`src/rtl/screen_mem_pkg.sv`:
```
// Shared types and default geometry for the text-mode screen memory arbiter.
package screen_mem_pkg;

    localparam int DEF_DATA_WIDTH   = 7;
    localparam int DEF_ADDR_WIDTH   = 11;
    localparam int DEF_COLS         = 80;
    localparam int DEF_ROWS         = 25;
    localparam int DEF_STARVE_LIMIT = 4;

    typedef enum logic [1:0] {
        OWN_NONE = 2'd0,
        OWN_DISP = 2'd1,
        OWN_HOST = 2'd2
    } owner_t;

endpackage

```
`src/rtl/scroll_addr_map.sv`:
```
// Logical (row-major) display address to physical address, rotated by the scroll row.
module scroll_addr_map #(
    parameter int ADDR_WIDTH = 11,
    parameter int COLS       = 80,
    parameter int ROWS       = 25,
    parameter int ROW_W      = $clog2(ROWS)
) (
    input  logic [ROW_W-1:0]      scroll_row,
    input  logic [ADDR_WIDTH-1:0] logical_addr,
    output logic [ADDR_WIDTH-1:0] phys_addr
);

    localparam int SUM_W = ADDR_WIDTH + 1;
    localparam logic [SUM_W-1:0] COLS_S   = SUM_W'(COLS);
    localparam logic [SUM_W-1:0] ROWS_S   = SUM_W'(ROWS);
    localparam logic [SUM_W-1:0] SCREEN_S = SUM_W'(COLS * ROWS);

    logic [SUM_W-1:0] row_eff;
    logic [SUM_W-1:0] offset;
    logic [SUM_W-1:0] sum;
    logic [SUM_W-1:0] wrapped;

    always_comb begin
        // Out-of-range scroll values fall back to no rotation.
        row_eff   = (SUM_W'(scroll_row) >= ROWS_S) ? '0 : SUM_W'(scroll_row);
        offset    = row_eff * COLS_S;
        sum       = SUM_W'(logical_addr) + offset;
        wrapped   = (sum >= SCREEN_S) ? (sum - SCREEN_S) : sum;
        phys_addr = ADDR_WIDTH'(wrapped);
    end

endmodule

```
`src/rtl/screen_mem_arbiter.sv`:
```
// Display-priority arbiter for the screen memory read port, with a starvation
// guard for the host and registered read data per requester.
module screen_mem_arbiter
    import screen_mem_pkg::*;
#(
    parameter int DATA_WIDTH   = DEF_DATA_WIDTH,
    parameter int ADDR_WIDTH   = DEF_ADDR_WIDTH,
    parameter int COLS         = DEF_COLS,
    parameter int ROWS         = DEF_ROWS,
    parameter int STARVE_LIMIT = DEF_STARVE_LIMIT
) (
    input  logic                    clock,
    input  logic                    reset,
    input  logic                    disp_req,
    input  logic [ADDR_WIDTH-1:0]   disp_addr,
    output logic                    disp_ready,
    output logic                    disp_valid,
    output logic [DATA_WIDTH-1:0]   disp_data,
    input  logic                    host_req,
    input  logic [ADDR_WIDTH-1:0]   host_addr,
    output logic                    host_ready,
    output logic                    host_valid,
    output logic [DATA_WIDTH-1:0]   host_data,
    input  logic [$clog2(ROWS)-1:0] scroll_row,
    output logic [ADDR_WIDTH-1:0]   mem_addr,
    input  logic [DATA_WIDTH-1:0]   mem_data
);

    localparam int CNT_W = $clog2(STARVE_LIMIT + 1);

    logic [ADDR_WIDTH-1:0] disp_phys;
    owner_t                owner;

    logic [CNT_W-1:0]      starve_cnt_q, starve_cnt_d;
    logic                  disp_valid_q, disp_valid_d;
    logic                  host_valid_q, host_valid_d;
    logic [DATA_WIDTH-1:0] disp_data_q,  disp_data_d;
    logic [DATA_WIDTH-1:0] host_data_q,  host_data_d;

    scroll_addr_map #(
        .ADDR_WIDTH (ADDR_WIDTH),
        .COLS       (COLS),
        .ROWS       (ROWS)
    ) u_scroll_addr_map (
        .scroll_row   (scroll_row),
        .logical_addr (disp_addr),
        .phys_addr    (disp_phys)
    );

    // Owner decode and starvation counter; the counter only survives a cycle
    // in which the host asked and lost to the display.
    always_comb begin
        owner        = OWN_NONE;
        starve_cnt_d = '0;
        if (reset) begin
            owner = OWN_NONE;
        end else if (host_req && (starve_cnt_q == CNT_W'(STARVE_LIMIT))) begin
            owner = OWN_HOST;
        end else if (disp_req) begin
            owner = OWN_DISP;
            if (host_req) begin
                starve_cnt_d = starve_cnt_q + CNT_W'(1);
            end
        end else if (host_req) begin
            owner = OWN_HOST;
        end
    end

    always_comb begin
        disp_ready = (owner == OWN_DISP);
        host_ready = (owner == OWN_HOST);
        unique case (owner)
            OWN_DISP: mem_addr = disp_phys;
            OWN_HOST: mem_addr = host_addr;
            default:  mem_addr = '0;
        endcase
    end

    always_comb begin
        disp_valid_d = disp_ready;
        host_valid_d = host_ready;
        disp_data_d  = disp_ready ? mem_data : disp_data_q;
        host_data_d  = host_ready ? mem_data : host_data_q;
    end

    always_ff @(posedge clock) begin
        if (reset) begin
            starve_cnt_q <= '0;
            disp_valid_q <= 1'b0;
            host_valid_q <= 1'b0;
            disp_data_q  <= '0;
            host_data_q  <= '0;
        end else begin
            starve_cnt_q <= starve_cnt_d;
            disp_valid_q <= disp_valid_d;
            host_valid_q <= host_valid_d;
            disp_data_q  <= disp_data_d;
            host_data_q  <= host_data_d;
        end
    end

    assign disp_valid = disp_valid_q;
    assign host_valid = host_valid_q;
    assign disp_data  = disp_data_q;
    assign host_data  = host_data_q;

endmodule

```
`config.mk`:
```
export PLATFORM = sky130hd
export DESIGN_NAME = screen_mem_arbiter
export DESIGN_NICKNAME = d
export VERILOG_FILES = /design/src/rtl/screen_mem_pkg.sv /design/src/rtl/scroll_addr_map.sv /design/src/rtl/screen_mem_arbiter.sv
export SDC_FILE = /design/constraint.sdc
export NUM_CORES = 1
export LEC_CHECK = 0
export ABC_AREA = 0
export CAP_MARGIN = 20
export CORE_ASPECT_RATIO = 1.4
export CORE_MARGIN = 2
export CORE_UTILIZATION = 54
export DETAILED_ROUTE_END_ITERATION = 6
export DONT_BUFFER_PORTS = 1
export GPL_TIMING_DRIVEN = 1
export PLACE_DENSITY_LB_ADDON = 0.1
export RECOVER_POWER = 100
export REMOVE_ABC_BUFFERS = 1
export SLEW_MARGIN = 20
export SYNTH_ARGS = -nofsm -noshare
export SYNTH_HDL_FRONTEND = slang
export SYNTH_SLANG_ARGS = --single-unit
export TNS_END_PERCENT = 1
```
`constraint.sdc`:
```
create_clock -name clock -period 6.7 [get_ports clock]
set_input_delay 1.34 -clock clock [delete_from_list [all_inputs] [get_ports clock]]
set_output_delay 1.34 -clock clock [all_outputs]
set_load 0.005 [all_outputs]
```
After elaboration in Yosys (flattened, before gate mapping)
Index checks and enable logic that the tools add are counted.
Widths: inputs -> output; s select.

word-level totals
  bits in registers = 19
  input port bits = 38

cells by class
  $add $sub $neg = 3
  multiply operators = 1
  order comparisons = 2
  equal/unequal tests = 3
  muxes and demuxes = 7
  bitwise gates (word level) = 2
  reductions and logical operators = 2

operator list
  cell                    number
  $pmux 11 s2             1
  $add 11x12->12          1
  $ge 12x11->1 const B    1
  $mul 12x3->8 const B    1
  $mux 11                 1
  $sub 11x11->11 const B  1
  $mux 2                  4
  $ge 5x5->1 const B      1
  $mux 5                  1
  $reduce_or 4->1         1
  $add 3x1->3 const B     1
  $eq 3x3->1 const B      1
  $eq 2x1->1 const B      1
  $eq 2x2->1 const B      1
  $not 1->1               2
  $logic_and 1x1->1       1

Depth between registers and ports, before layout
  word-level depth = 7
  gate-level depth with buffers = 14
  depth with buffers taken out = 14

Hierarchy
From an unflattened synthesis, not the netlist that was laid out.

unflattened totals
  cell total of the unflattened synthesis = 193
  area total of the unflattened synthesis = 1661.6 um^2

modules (own cells, without submodules)
  module              times used  cells each  area each (um^2)
  screen_mem_arbiter  1           100         913.4
  scroll_addr_map     1           93          748.2

Worst setup path after synthesis
Ideal clock, no wire load.

  kind = input -> output
  from = in scroll_row[1]
  to = out mem_addr[8]
  data arrival time = 4.579 ns
  setup slack = 0.781 ns
  cell stages on the path = 13
  path buffers = 0
  cells stage by stage = o31ai_1 -> and2_1 -> ha_1 -> ha_1 -> fa_1 -> xor2_1 -> ha_1 -> or2_2 -> o211ai_1 -> nor3_1 -> or4_4 -> a2111o_1 -> nand3_1

between the ends
  word-level cells in the longest chain between the ends = 7
  elaborated cells on any way between the ends = 8

ends and longest elaborated chain
  what                                                   RTL line                  text
  from (decl)                                            screen_mem_arbiter.sv:24  input logic [$clog2(ROWS)-1:0] scroll_row,
  $ge 5x5->1                                             scroll_addr_map.sv:25     row_eff = (SUM_W'(scroll_row) >= ROWS_S) ? '0 : SUM_W'(scroll_row);
  $mux 5 (*)                                             scroll_addr_map.sv:25
  $mul 12x3->8 (*)                                       scroll_addr_map.sv:26     offset = row_eff * COLS_S;
  $add 11x12->12 (*)                                     scroll_addr_map.sv:27     sum = SUM_W'(logical_addr) + offset;
  $sub 11x11->11 / $ge 12x11->1 (equally long branches)  scroll_addr_map.sv:28     wrapped = (sum >= SCREEN_S) ? (sum - SCREEN_S) : sum;
  $mux 11 (*)                                            scroll_addr_map.sv:28
  $pmux 11 s2 (*)                                        screen_mem_arbiter.sv:72  unique case (owner)
  to (decl)                                              screen_mem_arbiter.sv:25  output logic [ADDR_WIDTH-1:0] mem_addr,

Mark *: on every way between the ends. The rest lies on a longest branch, timed or not.

Worst setup path after layout
  from = in scroll_row[1]
  to = out mem_addr[10]

The elaborated chain is that of the path after synthesis.

==> results.yml <==
clock_tree:
  cts.sinks: 19
  cts_resized: 0
  cts_root_buffer: "clkbuf_8"
  cts_hold_buf: 0
  clk_pin_slew_ns: 0.07
  cts_setup_buffers: 0
  cts_buffer_depth: 2
  htreeDepth: 1
  clk_latency_ns: 0.26
  cts_tree: "done"
  cts_made_buffers: 3
route:
  drc_errors: 0
  routed_wl_mm: 4.017
  avgRoutedWirePerCell_um: 17.09
  viasPerCell: 6.323
  dr.pass1.iters: 5
  ant_nets: 0
  vias: 1486
  first_iter_violations: 34
floorplanning:
  die_height_um: 71.03
  core_um2: 3093
  die_area_um2: 3685
  start_util: 0.5603
  io_pins: 67
  rows: 24
  die_w_um: 51.88
pwr:
  pwr_density_cell_nw_per_um2: 195.3
  total_power_uw: 347.5
  leakage_uw: 0.0007238
  peakVddDrop_mv: 0.1706
sta:
  max_freq_mhz: 159.6
  setup_tns_ns: 0
  finalSetupViolations: 0
  tightest_slew_ns: 0.7436
  hold_viol_final: 0
  relSlewSlack: 0.5043
  period_minus_slack_ns: 6.264
  slew_viol_final: 0
  fin_crit_sh: 0.9350
  grt_setup_unrepaired: "false"
  setup_slack_ns: 0.4356
  finClkSkew_ns: 0.0007921
min_path:
  hp-start: "starve_cnt_q[0]"
  hold_depth: 1
  hold_end: "starve_cnt_q[0]"
  hold_path.class: "reg2reg"
yosys:
  yosys_warnings: 0
  async_flop_share: 0
  syn_avg_cell_area_um2: 8.708
  ys_seq_elements: 19
  yosysUniqueCellTypes: 51
  ys_seq_area_frac: 0.2195
  yosysTopAreaCellShare: 0.2195
  synthesis.area_um2: 1733
  synthTopCellsByArea: "dfxtp_1 22%, ha_1 14%, mux2i_1 9.2%"
  synth_top_area_cell: "dfxtp_1"
  ys.flop_type: "dfxtp_1"
  syn_inst: 199
  synth_edf_count: 0
finish:
  final_cell_mix: "27 x nor2_1, 19 x ha_1, 19 x dfxtp_1, 16 x mux2i_1, 12 x nand2_1"
  drive_above_1_share: 0.06122
  final_common_cell: "nor2_1"
  final_nets: 256
  antenna_cells: 0
  postLayoutCellArea_um2: 1779
  synthToLayoutAreaGrowth_pct: 2.672
critical_path:
  reg2reg_to: "disp_data[0]"
  cp.arrival_ns: 4.92
  start_kind: "input port"
  reg2regPathDepth: 8
  required_ns: 5.36
  r2r_slack_ns: 4.71
  worstPathMaxFanout: 4
  end_kind: "output pin"
  worstReg2RegStart: "starve_cnt_q[0]"
  worst-setup-path-type: "in2out"
global_route:
  grt_pass1_vias: 1540
  gr-total-overflow: 0
  grt_pass1_wl_mm: 6.458
  antenna_found_initial: 0
  grt_max_degree: 19
  grt.total_usage: 0.2258
placed_design:
  place_hpwl_mm: 3.264
  place_congestion: 0.8783
  port_buffers: 0
  dpl_worst_slack_ns: 0.5542
  dpl-instance-area_um2: 1744
outcome:
  status: "complete, no violations"
run:
  maxCapViolCount: 0
-- where the power goes --
group / switching (uW) / internal, uW / leakage [uW]
Sequential: 3.01 / 117 / 0.000155
Clock: 39.3 / 41.9 / 0.0000217
Combinational: 89.4 / 57.0 / 0.000547
Total: 132 / 216 / 0.000724
-- state kept, by name, summed over array words and instances, names as in the netlist --
signal and cells:
disp_data 7, host_valid 1, host_data 7, disp_valid 1, starve_cnt_q 3
-- through the flow --
stage,instances,util,hold WS (ns)
finish,235,0.5752,0.4618
global route,235,0.5752,0.4922
CTS,235,0.5797,0.4647
detailed placement,231,0.5639,0.4534
global placement,231,0.5639,0.4340
floorplan,192,-,0.4247
-- Yosys cell counts, drive strengths merged, types with 3 or more instances --
cell type,n
xor2,5
clkbuf,5
dfxtp,19
nand2b,3
mux2i,16
inv,7
nand4,3
or3,3
nand3,6
ha,19
o211ai,3
nor2,27
or4,3
a21oi,7
nor2b,5
and2,7
o21ai,5
nand2,12
a22oi,4
xnor2,3
a21o,4
-- critical path, stage by stage --
cell and delay (ns):
o31ai_1 0.25, and2_0 0.18, ha_1 0.24, ha_1 0.23, fa_1 0.44, ha_1 0.33
and3_1 0.18, a221oi_1 0.41, a21oi_1 0.23, xor2_1 0.23, or4_1 0.55, a311oi_2 0.32
-- area by class of cell --
type / count / area, um^2
flip-flops and latches: 19 / 380.4
clock buffers: 3 / 41.29
multi-input cells: 166 / 1275
clock inverters: 1 / 7.507
inverters: 7 / 26.28
well taps: 39 / 48.80
fillers: 293 / 1314
-- logic make-up (layout without fill, tap and decap cells) --
| family | Yosys count | after routing | share of synthesized area |
|---|---|---|---|
| adders and majority gates | 21 | 21 | 0.1603 |
| and+or+nand+nor | 82 | 82 | 0.2498 |
| AOI/OAI and AO/OA | 39 | 39 | 0.1964 |
| buffers and inverters | 14 | 11 | 0.03683 |
| DFF | 19 | 19 | 0.2195 |
| muxes | 16 | 16 | 0.09242 |
| xor gates and xnor gates | 8 | 8 | 0.04477 |
-- worst max path at each step --
stage | from | end | slack (ns) | cells past startpoint
2_1_floorplan | scroll_row[1] | mem_addr[8] | 0.78 | 13
3_3_place_gp | scroll_row[1] | mem_addr[8] | 0.61 | 13
3_5_place_dp | scroll_row[1] | mem_addr[8] | 0.55 | 13
4_1_cts | scroll_row[1] | mem_addr[8] | 0.54 | 13
5_1_grt | scroll_row[1] | mem_addr[10] | 0.22 | 12
6_report | scroll_row[1] | mem_addr[10] | 0.44 | 12
-- per-layer routing --
metal / vias to the layer above / routed length, um / global-route usage
li1: 725 / - / -
met5: - / 0 / 0
met2: 60 / 2228 / 0.4318
met4: 0 / 57 / 0.09649
met1: 697 / 1508 / 0.2334
met3: 4 / 222 / 0.02954
Note: power is estimated with default switching activity, not from simulation.
